--- src/rtl/agc_pkg.sv ---
// Shared AGC types and gain-code scaling used by AGC and gain correction.
// Latency: n/a (types and constants only).
// Backpressure: n/a.
package agc_pkg;

    typedef enum logic [1:0] {
        SETTLE,
        ACCUM,
        DECIDE
    } state_t;

    typedef logic signed [5:0] gain_code_t;

    // One gain code LSB equals this many dB at the amplifier.
    localparam int GAIN_STEP_DB = 4;

endpackage

--- src/rtl/agc_averager.sv ---
// Block averager: sums 2^AVG_LOG2 accepted detector samples and flags the last one.
// Latency: done is combinational with the final accepted sample; avg is valid the cycle after.
// Backpressure: none; every qualified sample is absorbed, clear has priority.
module agc_averager
    import agc_pkg::*;
#(
    parameter int AVG_LOG2 = 3
) (
    input  logic       clk,
    input  logic       rst_n,
    input  logic       clear,
    input  logic       valid,
    input  logic [7:0] sample,
    output logic       done,
    output logic [7:0] avg
);

    localparam int SUM_W = 8 + AVG_LOG2;

    logic [SUM_W-1:0]    sum;
    logic [AVG_LOG2-1:0] cnt;

    always_ff @(posedge clk or negedge rst_n) begin
        if (!rst_n) begin
            sum <= '0;
            cnt <= '0;
        end else if (clear) begin
            sum <= '0;
            cnt <= '0;
        end else if (valid) begin
            sum <= sum + SUM_W'(sample);
            cnt <= cnt + AVG_LOG2'(1);
        end
    end

    assign done = valid && !clear && (cnt == '1);
    assign avg  = sum[SUM_W-1:AVG_LOG2];

endmodule

--- src/rtl/agc_controller.sv ---
// Closed-loop AGC: averages detector level, steps the gain code toward a target window.
// Latency: gain/update/lock registered one edge after the last sample of a block.
// Backpressure: none; samples outside ACCUM are dropped, enable low freezes the gain.
module agc_controller
    import agc_pkg::*;
#(
    parameter int TARGET_DB     = 160,
    parameter int HYST_DB       = 6,
    parameter int AVG_LOG2      = 3,
    parameter int SETTLE_CYCLES = 256,
    parameter int MAX_STEP      = 4,
    parameter int GAIN_MIN      = -8,
    parameter int GAIN_MAX      = 15,
    parameter int GAIN_INIT     = 0,
    parameter int LOCK_COUNT    = 4
) (
    input  logic              clk,
    input  logic              rst_n,
    input  logic              enable_i,
    input  logic [7:0]        signal_dB_i,
    input  logic              valid_i,
    output logic signed [5:0] gain_dB_o,
    output logic              gain_update_o,
    output logic              locked_o
);

    localparam int CNT_W = $clog2(SETTLE_CYCLES + 1);
    localparam int LCK_W = $clog2(LOCK_COUNT + 1);

    localparam logic [CNT_W-1:0] SETTLE_LOAD = CNT_W'(SETTLE_CYCLES);
    localparam logic [LCK_W-1:0] LOCK_FULL   = LCK_W'(LOCK_COUNT);
    localparam logic signed [9:0] TGT  = 10'(TARGET_DB);
    localparam logic signed [9:0] HYST = 10'(HYST_DB);
    localparam logic signed [9:0] STEP = 10'(MAX_STEP);
    localparam logic signed [9:0] GMIN = 10'(GAIN_MIN);
    localparam logic signed [9:0] GMAX = 10'(GAIN_MAX);

    state_t            state, state_nxt;
    logic [CNT_W-1:0]  settle_cnt, settle_nxt;
    logic [LCK_W-1:0]  lock_cnt, lock_nxt;
    gain_code_t        gain, gain_nxt;
    logic              update_nxt, locked_nxt;

    logic              avg_clear, avg_valid, avg_done;
    logic [7:0]        avg;
    logic signed [9:0] err, err_mag, delta, cand, gain_ext;

    assign avg_clear = !enable_i || (state != ACCUM);
    assign avg_valid = enable_i && valid_i && (state == ACCUM);

    agc_averager #(
        .AVG_LOG2 (AVG_LOG2)
    ) u_avg (
        .clk    (clk),
        .rst_n  (rst_n),
        .clear  (avg_clear),
        .valid  (avg_valid),
        .sample (signal_dB_i),
        .done   (avg_done),
        .avg    (avg)
    );

    always_ff @(posedge clk or negedge rst_n) begin
        if (!rst_n) begin
            state         <= SETTLE;
            settle_cnt    <= SETTLE_LOAD;
            lock_cnt      <= '0;
            gain          <= gain_code_t'(GAIN_INIT);
            gain_update_o <= 1'b0;
            locked_o      <= 1'b0;
        end else begin
            state         <= state_nxt;
            settle_cnt    <= settle_nxt;
            lock_cnt      <= lock_nxt;
            gain          <= gain_nxt;
            gain_update_o <= update_nxt;
            locked_o      <= locked_nxt;
        end
    end

    always_comb begin
        state_nxt  = state;
        settle_nxt = settle_cnt;
        lock_nxt   = lock_cnt;
        gain_nxt   = gain;
        update_nxt = 1'b0;
        locked_nxt = locked_o;

        gain_ext = {{4{gain[5]}}, gain};
        err      = $signed({2'b00, avg}) - TGT;
        err_mag  = (err < 0) ? -err : err;
        // Signed division truncates toward zero, as the step rule wants.
        delta    = err / 10'sd4;
        if (delta > STEP)       delta = STEP;
        else if (delta < -STEP) delta = -STEP;
        cand = gain_ext - delta;
        if (cand > GMAX)      cand = GMAX;
        else if (cand < GMIN) cand = GMIN;

        if (!enable_i) begin
            state_nxt  = SETTLE;
            settle_nxt = SETTLE_LOAD;
            lock_nxt   = '0;
            locked_nxt = 1'b0;
        end else begin
            case (state)
                SETTLE: begin
                    // Leaving on the count-1 edge makes the first eligible sample land exactly SETTLE_CYCLES edges later.
                    if (settle_cnt <= CNT_W'(1)) begin
                        settle_nxt = '0;
                        state_nxt  = ACCUM;
                    end else begin
                        settle_nxt = settle_cnt - CNT_W'(1);
                    end
                end
                ACCUM: begin
                    if (avg_done) state_nxt = DECIDE;
                end
                DECIDE: begin
                    if (err_mag <= HYST) begin
                        lock_nxt   = (lock_cnt == LOCK_FULL) ? LOCK_FULL : lock_cnt + LCK_W'(1);
                        locked_nxt = (lock_nxt == LOCK_FULL);
                        state_nxt  = ACCUM;
                    end else begin
                        lock_nxt   = '0;
                        locked_nxt = 1'b0;
                        if (cand != gain_ext) begin
                            gain_nxt   = cand[5:0];
                            update_nxt = 1'b1;
                            settle_nxt = SETTLE_LOAD;
                            state_nxt  = SETTLE;
                        end else begin
                            state_nxt = ACCUM;
                        end
                    end
                end
                default: begin
                    state_nxt  = SETTLE;
                    settle_nxt = SETTLE_LOAD;
                end
            endcase
        end
    end

    assign gain_dB_o = gain;

endmodule

--- config.mk ---
export PLATFORM = sky130hd
export DESIGN_NAME = agc_controller
export DESIGN_NICKNAME = d
export VERILOG_FILES = /design/src/rtl/agc_pkg.sv /design/src/rtl/agc_averager.sv /design/src/rtl/agc_controller.sv
export SDC_FILE = /design/constraint.sdc
export NUM_CORES = 1
export LEC_CHECK = 0
export CORE_UTILIZATION = 26
export CTS_BUF_LIST = sky130_fd_sc_hd__clkbuf_16
export CTS_CLUSTER_SIZE = 16
export DETAILED_ROUTE_END_ITERATION = 10
export REMOVE_ABC_BUFFERS = 1
export SLEW_MARGIN = 20
export SYNTH_ARGS = -nofsm -noshare
export SYNTH_HDL_FRONTEND = slang
export SYNTH_SLANG_ARGS = --single-unit
--- constraint.sdc ---
create_clock -name clk -period 8.15 [get_ports clk]
set_input_delay 2.0375 -clock clk [delete_from_list [all_inputs] [get_ports clk]]
set_output_delay 2.0375 -clock clk [all_outputs]
set_load 0.03 [all_outputs]
-- Word level (Yosys, flattened, before mapping)
Index checks and enable logic that the tools add are counted.
- bits in registers: 36
- bits of input ports: 12
- word-level logic and storage cells: 82
- add/subtract/negate cells: 8
- $lt $le $gt $ge: 7
- equal/unequal tests: 13
- mux-type cells: 31
- bitwise gates (word level): 2
- reduce and logical (&&, ||, !) cells: 13
- operators by type and width (operator ; count):
    two-way mux 10 bit ; 5
    two-way mux 9 bit ; 4
    one-hot mux 9 bit (3 select lines) ; 1
    two-way mux 11 bit ; 2
    two-way mux 3 bit ; 6
    inequality test 3 bit, second input constant ; 4
    adder 11 x 8 -> 11 bit ; 1
    adder 10 x 1 -> 10 bit ; 1
    > comparator 10 x 4 -> 1 bit, second input constant ; 1
    > comparator 10 x 5 -> 1 bit, second input constant ; 1
    <= comparator 10 x 4 -> 1 bit, second input constant ; 1
    less-than comparator 10 x 3 -> 1 bit, second input constant ; 1
    less-than comparator 10 x 4 -> 1 bit, second input constant ; 1
    inequality test 10 x 6 -> 1 bit ; 1
    negator 9 -> 10 bit ; 1
    subtractor 6 x 10 -> 10 bit ; 1
    equality test 3 bit, second input constant ; 3
    <= comparator 9 x 1 -> 1 bit, second input constant ; 1
    less-than comparator 9 x 1 -> 1 bit, second input constant ; 1
    two-way mux 1 bit ; 9
    subtractor 8 x 8 -> 9 bit, second input constant ; 1
    subtractor 9 x 1 -> 9 bit, second input constant ; 1
    adder 3 x 1 -> 3 bit, second input constant ; 2
    two-way mux 2 bit ; 3
    other kinds (16) ; 21

-- Logic depth before layout (Yosys ltp)
- depth after elaboration: 16
- gate-level depth with buffers: 30
- depth with buffers taken out: 28

-- Cells and area by module
Synthesis repeated with hierarchy kept, for this count alone.
- cell total of the unflattened synthesis: 416
- area total of the unflattened synthesis: 3641.0 um^2
- modules (own cells, without submodules) (module ; times used ; cells each ; area each (um^2) ; sequential area each (um^2)):
    agc_controller ; 1 ; 305 ; 2536.2 ; 551.8
    agc_averager ; 1 ; 111 ; 1104.8 ; 350.3

-- Least setup slack after synthesis
Ideal clock, no wire load.
- path type: flip-flop to flip-flop
- from: register u_avg.sum[9]
- to: register gain[0], in the netlist gain_dB_o[0]
- data arrival time: 6258 ps
- slack: 1767 ps
- cell stages (with the launch flop): 31
- path buffers: 4
- cells stage by stage: dfrtp_1 o21a_1 buf_2 nor2_1 ha_1 buf_4 nand4b_1 o21ai_0 a32oi_1 or4_1 ha_1 nor2b_1 and2_1 ha_1 inv_1 fa_1 a211oi_1 o21ai_1 o41ai_1 xnor2_1 and3_1 nand3_1 ha_1 clkbuf_1 a21oi_1 o32ai_1 a31oi_2 a2111oi_4 or3_1 buf_6 mux2_4
- word-level cells in the longest chain between the ends: 12
- RTL lines (item ; RTL line ; text):
    from (decl) ; agc_averager.sv:20 ; logic [SUM_W-1:0] sum;
    from (signal assigned) ; agc_averager.sv:31 ; sum <= sum + SUM_W'(sample);
    subtractor 8 x 8 -> 9 bit * ; agc_controller.sv:90 ; err = $signed({2'b00, avg}) - TGT;
    AND 1 bit (no source line) ; - ;
    adder 10 x 1 -> 10 bit (no source line) ; - ;
    less-than comparator 10 x 3 -> 1 bit ; agc_controller.sv:95 ; else if (delta < -STEP) delta = -STEP;
    two-way mux 10 bit ; agc_controller.sv:95 ;
    two-way mux 10 bit ; agc_controller.sv:94 ; if (delta > STEP) delta = STEP;
    subtractor 6 x 10 -> 10 bit ; agc_controller.sv:96 ; cand = gain_ext - delta;
    less-than comparator 10 x 4 -> 1 bit ; agc_controller.sv:98 ; else if (cand < GMIN) cand = GMIN;
    two-way mux 10 bit ; agc_controller.sv:98 ;
    two-way mux 10 bit ; agc_controller.sv:97 ; if (cand > GMAX) cand = GMAX;
    inequality test 10 x 6 -> 1 bit ; agc_controller.sv:127 ; if (cand != gain_ext) begin
    AND reduction 4 bit (no source line) ; - ;
    to (signal assigned) ; agc_controller.sv:68 ; gain <= gain_code_t'(GAIN_INIT);
    to (signal assigned) ; agc_controller.sv:75 ; gain <= gain_nxt;
    to (decl) ; agc_controller.sv:41 ; gain_code_t gain, gain_nxt;
Mark *: on every way between the ends. The rest lies on a longest branch, timed or not.
A chain may end at the register's enable or synchronous reset.

-- Worst setup path in the final report
- from: register u_avg.sum[8]
- to: register gain[1], in the netlist gain_dB_o[1]
The elaborated chain is that of the path after synthesis.

==> results.sh <==
export IMPL_slowest_stage="dfrtp_1"
export IMPL_synthFlopType="dfrtp_1"
export IMPL_period_share_pct=90.7
export IMPL_drt_iter0_markers=123
export IMPL_die_x_um=117
export IMPL_hold_slack_ns=0.500
export IMPL_holdCritStartpoint="settle_cnt[4]"
export IMPL_rows=41
export IMPL_regArea_sq_um=902
export IMPL_vias_per_cell=5.11
export IMPL_first_pass_iters=4
export IMPL_multi_input_area_sq_mm=0.00237
export IMPL_start_kind="register"
export IMPL_antenna_cells=0
export IMPL_cts_resized_gates=0
export IMPL_ys_types=75
export IMPL_r2r_cells=26
export IMPL_setup_violations=0
export IMPL_path_max_fanout=15
export IMPL_dieArea_sq_mm=0.0137
export IMPL_syn_inst=395
export IMPL_hold_viol=0
export IMPL_maxSlewViolCount=0
export IMPL_cts_tree="built"
export IMPL_synth_area_sq_mm=0.00344
export IMPL_htreeDepth=2
export IMPL_cpLargestDelayFamily="simple AND/OR/NAND/NOR gates"
export IMPL_setup_tns_final_ns=0
export IMPL_start_util_pct=26.9
export IMPL_synth_commonest_cells="nor2_1 (40), dfrtp_1 (35), ha_1 (33)"
export IMPL_yosysWarningCount=0
export IMPL_yosys_register_bits=36
export IMPL_regToRegStartpoint="u_avg.sum[8]"
export IMPL_r2r_setup_slack_ns=0.75
export IMPL_synth_edf_count=0
export IMPL_clkSinkCount=36
export IMPL_reg2reg_to="gain_dB_o[1]"
export IMPL_crit_buf_inv=1
export IMPL_crit_top_cell="ha_1"
export IMPL_dr_total_vias=2969
export IMPL_hold_path_class="reg2reg"
export IMPL_clk_latency_ns=0.28
export IMPL_relSlewSlack_pct=39.3
export IMPL_fin_total_pwr_uw=526
export IMPL_outcome="finished clean"
export IMPL_hold_path_depth=1
export IMPL_clock_root_buffer="clkbuf_16"
export IMPL_ys_seq_area_share_pct=26.2
export IMPL_gp_congestion=0.825
export IMPL_synthMostInstantiatedCell="nor2_1"
export IMPL_synth_top_area_cell="dfrtp_1"
export IMPL_drc=0
export IMPL_drv_cap=0
export IMPL_min_to="settle_cnt[4]"
export IMPL_grt_pass1_wl_mm=13.1
export IMPL_synth_largest_type_area_fraction_pct=25.5
export IMPL_ys_top_cells_by_area="dfrtp_1 (25%), ha_1 (12%), xnor2_1 (4.8%)"
export IMPL_rsz0062_at_grt="false"
export IMPL_fin_nets=455
export IMPL_tightest_slew_ns=0.903
export IMPL_criticalPathCategory="reg2reg"
export IMPL_layout_min_cycle_time_ns=7.40
export IMPL_die_h_um=117
export IMPL_area_delta_synth_final_pct=14.0
export IMPL_power_density_mw_per_mm2=134
export IMPL_fmax_mhz=135
export IMPL_overflow=0
export IMPL_worst_setup_path_end_kind="register"
export IMPL_dpl_hpwl_mm=5.69
export IMPL_antenna_found_initial=0
export IMPL_cts_root_to_sink_buffers=2
export IMPL_cts_buffers=5
export IMPL_syn_avg_cell_area_sq_um=8.71
export IMPL_routed_wl_mm=7.42
export IMPL_skew_ns=0.00580
export IMPL_async_flop_share_pct=100
export IMPL_core_area_sq_mm=0.0128
export IMPL_fillers=1331
export IMPL_routedWlPerCell_um=12.8
export IMPL_crit_arrival_ns=7.56
export IMPL_worst_ir_drop_vdd_v=0.0000770
export IMPL_ant_nets=0
export IMPL_post_cts_buffers=0
export IMPL_grt_total_usage_pct=12.0
export IMPL_clk_pin_slew_ns=0.06
export IMPL_p_leak_nw=1.77
export IMPL_slowest_delay_ns=0.58
export IMPL_drive_above_1_share_pct=7.09
export IMPL_io_pins=20
export IMPL_holdBufCountCts=0
export IMPL_cp_required_ns=8.31
export IMPL_grt_max_degree=37
export IMPL_port_buffers=19
export IMPL_first_global_vias=2916
[cells in the final DEF (no fill, tap or decap), types with 3 or more instances in the layout]
cell type,n
o211ai_1,4
o21ai_0,22
mux2i_1,15
nor2_1,40
and2_1,3
o21bai_1,4
xor2_1,10
inv_1,28
o31ai_1,5
o21ai_1,4
mux2_4,4
clkdlybuf4s50_1,18
dfrtp_1,35
o32ai_1,3
a211oi_1,3
nand2_1,22
a31oi_1,9
clkbuf_16,5
or3_1,5
nand3_1,6
a21oi_1,23
nor2b_1,7
a22o_1,4
or2_2,3
nor4_1,4
nor3_1,5
xnor2_1,19
o21a_1,5
a21o_1,4
ha_1,33
[routing by layer]
layer  part of all wire, %  GRT usage (%)
met1                    47           15.0
met2                    47           20.7
met3                   3.8           2.63
met4                   1.4           3.46
met5                     0              0
[cell families after synthesis]
family / count (synthesis) / share of synthesized area [%]
DFF: 36 / 26.2
and+or+nand+nor: 118 / 18.0
buffers and inverters: 42 / 5.13
AOI/OAI and AO/OA: 113 / 22.7
xor gates and xnor gates: 30 / 8.04
muxes: 21 / 6.77
adders and majority gates: 35 / 13.2
[registers in the layout, summed over array words and instances, names as in the netlist]
| name | flops |
|---|---|
| gain_dB_o | 6 |
| gain_update_o | 1 |
| lock_cnt | 3 |
| locked_o | 1 |
| settle_cnt | 9 |
| state | 2 |
| u_avg.cnt | 3 |
| u_avg.sum | 11 |
[through the flow]
stage               instances  utilization [%]  cell area [sq um]  worst slack (ns)
global route              581             30.7               3920            0.0557
global placement          573             29.5               3770              1.02
finish                    581             30.7               3920             0.755
CTS                       581             30.7               3920             0.753
detailed placement        573             29.6               3780             0.791
floorplan                 382                -               3370              1.53
[how the worst max path moves through the flow]
stage / startpoint / endpoint / slack, ns / cells after the start
detailed placement: u_avg.sum[8] / gain_dB_o[1] / 0.79 / 25
floorplan: u_avg.sum[8] / gain_dB_o[0] / 1.53 / 26
CTS: u_avg.sum[8] / gain_dB_o[1] / 0.75 / 25
finish: u_avg.sum[8] / gain_dB_o[1] / 0.75 / 26
global placement: u_avg.sum[8] / gain_dB_o[1] / 1.02 / 26
global route: u_avg.sum[8] / gain_dB_o[1] / 0.06 / 25
[report_power, final]
part | switching (mW) | internal [mW] | total, mW
logic | 0.0656 | 0.0523 | 0.118
registers | 0.0211 | 0.199 | 0.220
clock network | 0.0760 | 0.113 | 0.189
total | 0.163 | 0.364 | 0.526
[cell type report]
type	count	share of cell area (%)
multi-input cells	317	60.4
inverters	29	2.78
clock inverters	3	0.478
repair buffers	19	4.72
clock buffers	5	3.19
well taps	172	5.49
flip-flops and latches	36	23.0
No activity file was read; power rests on OpenSTA's default activity.
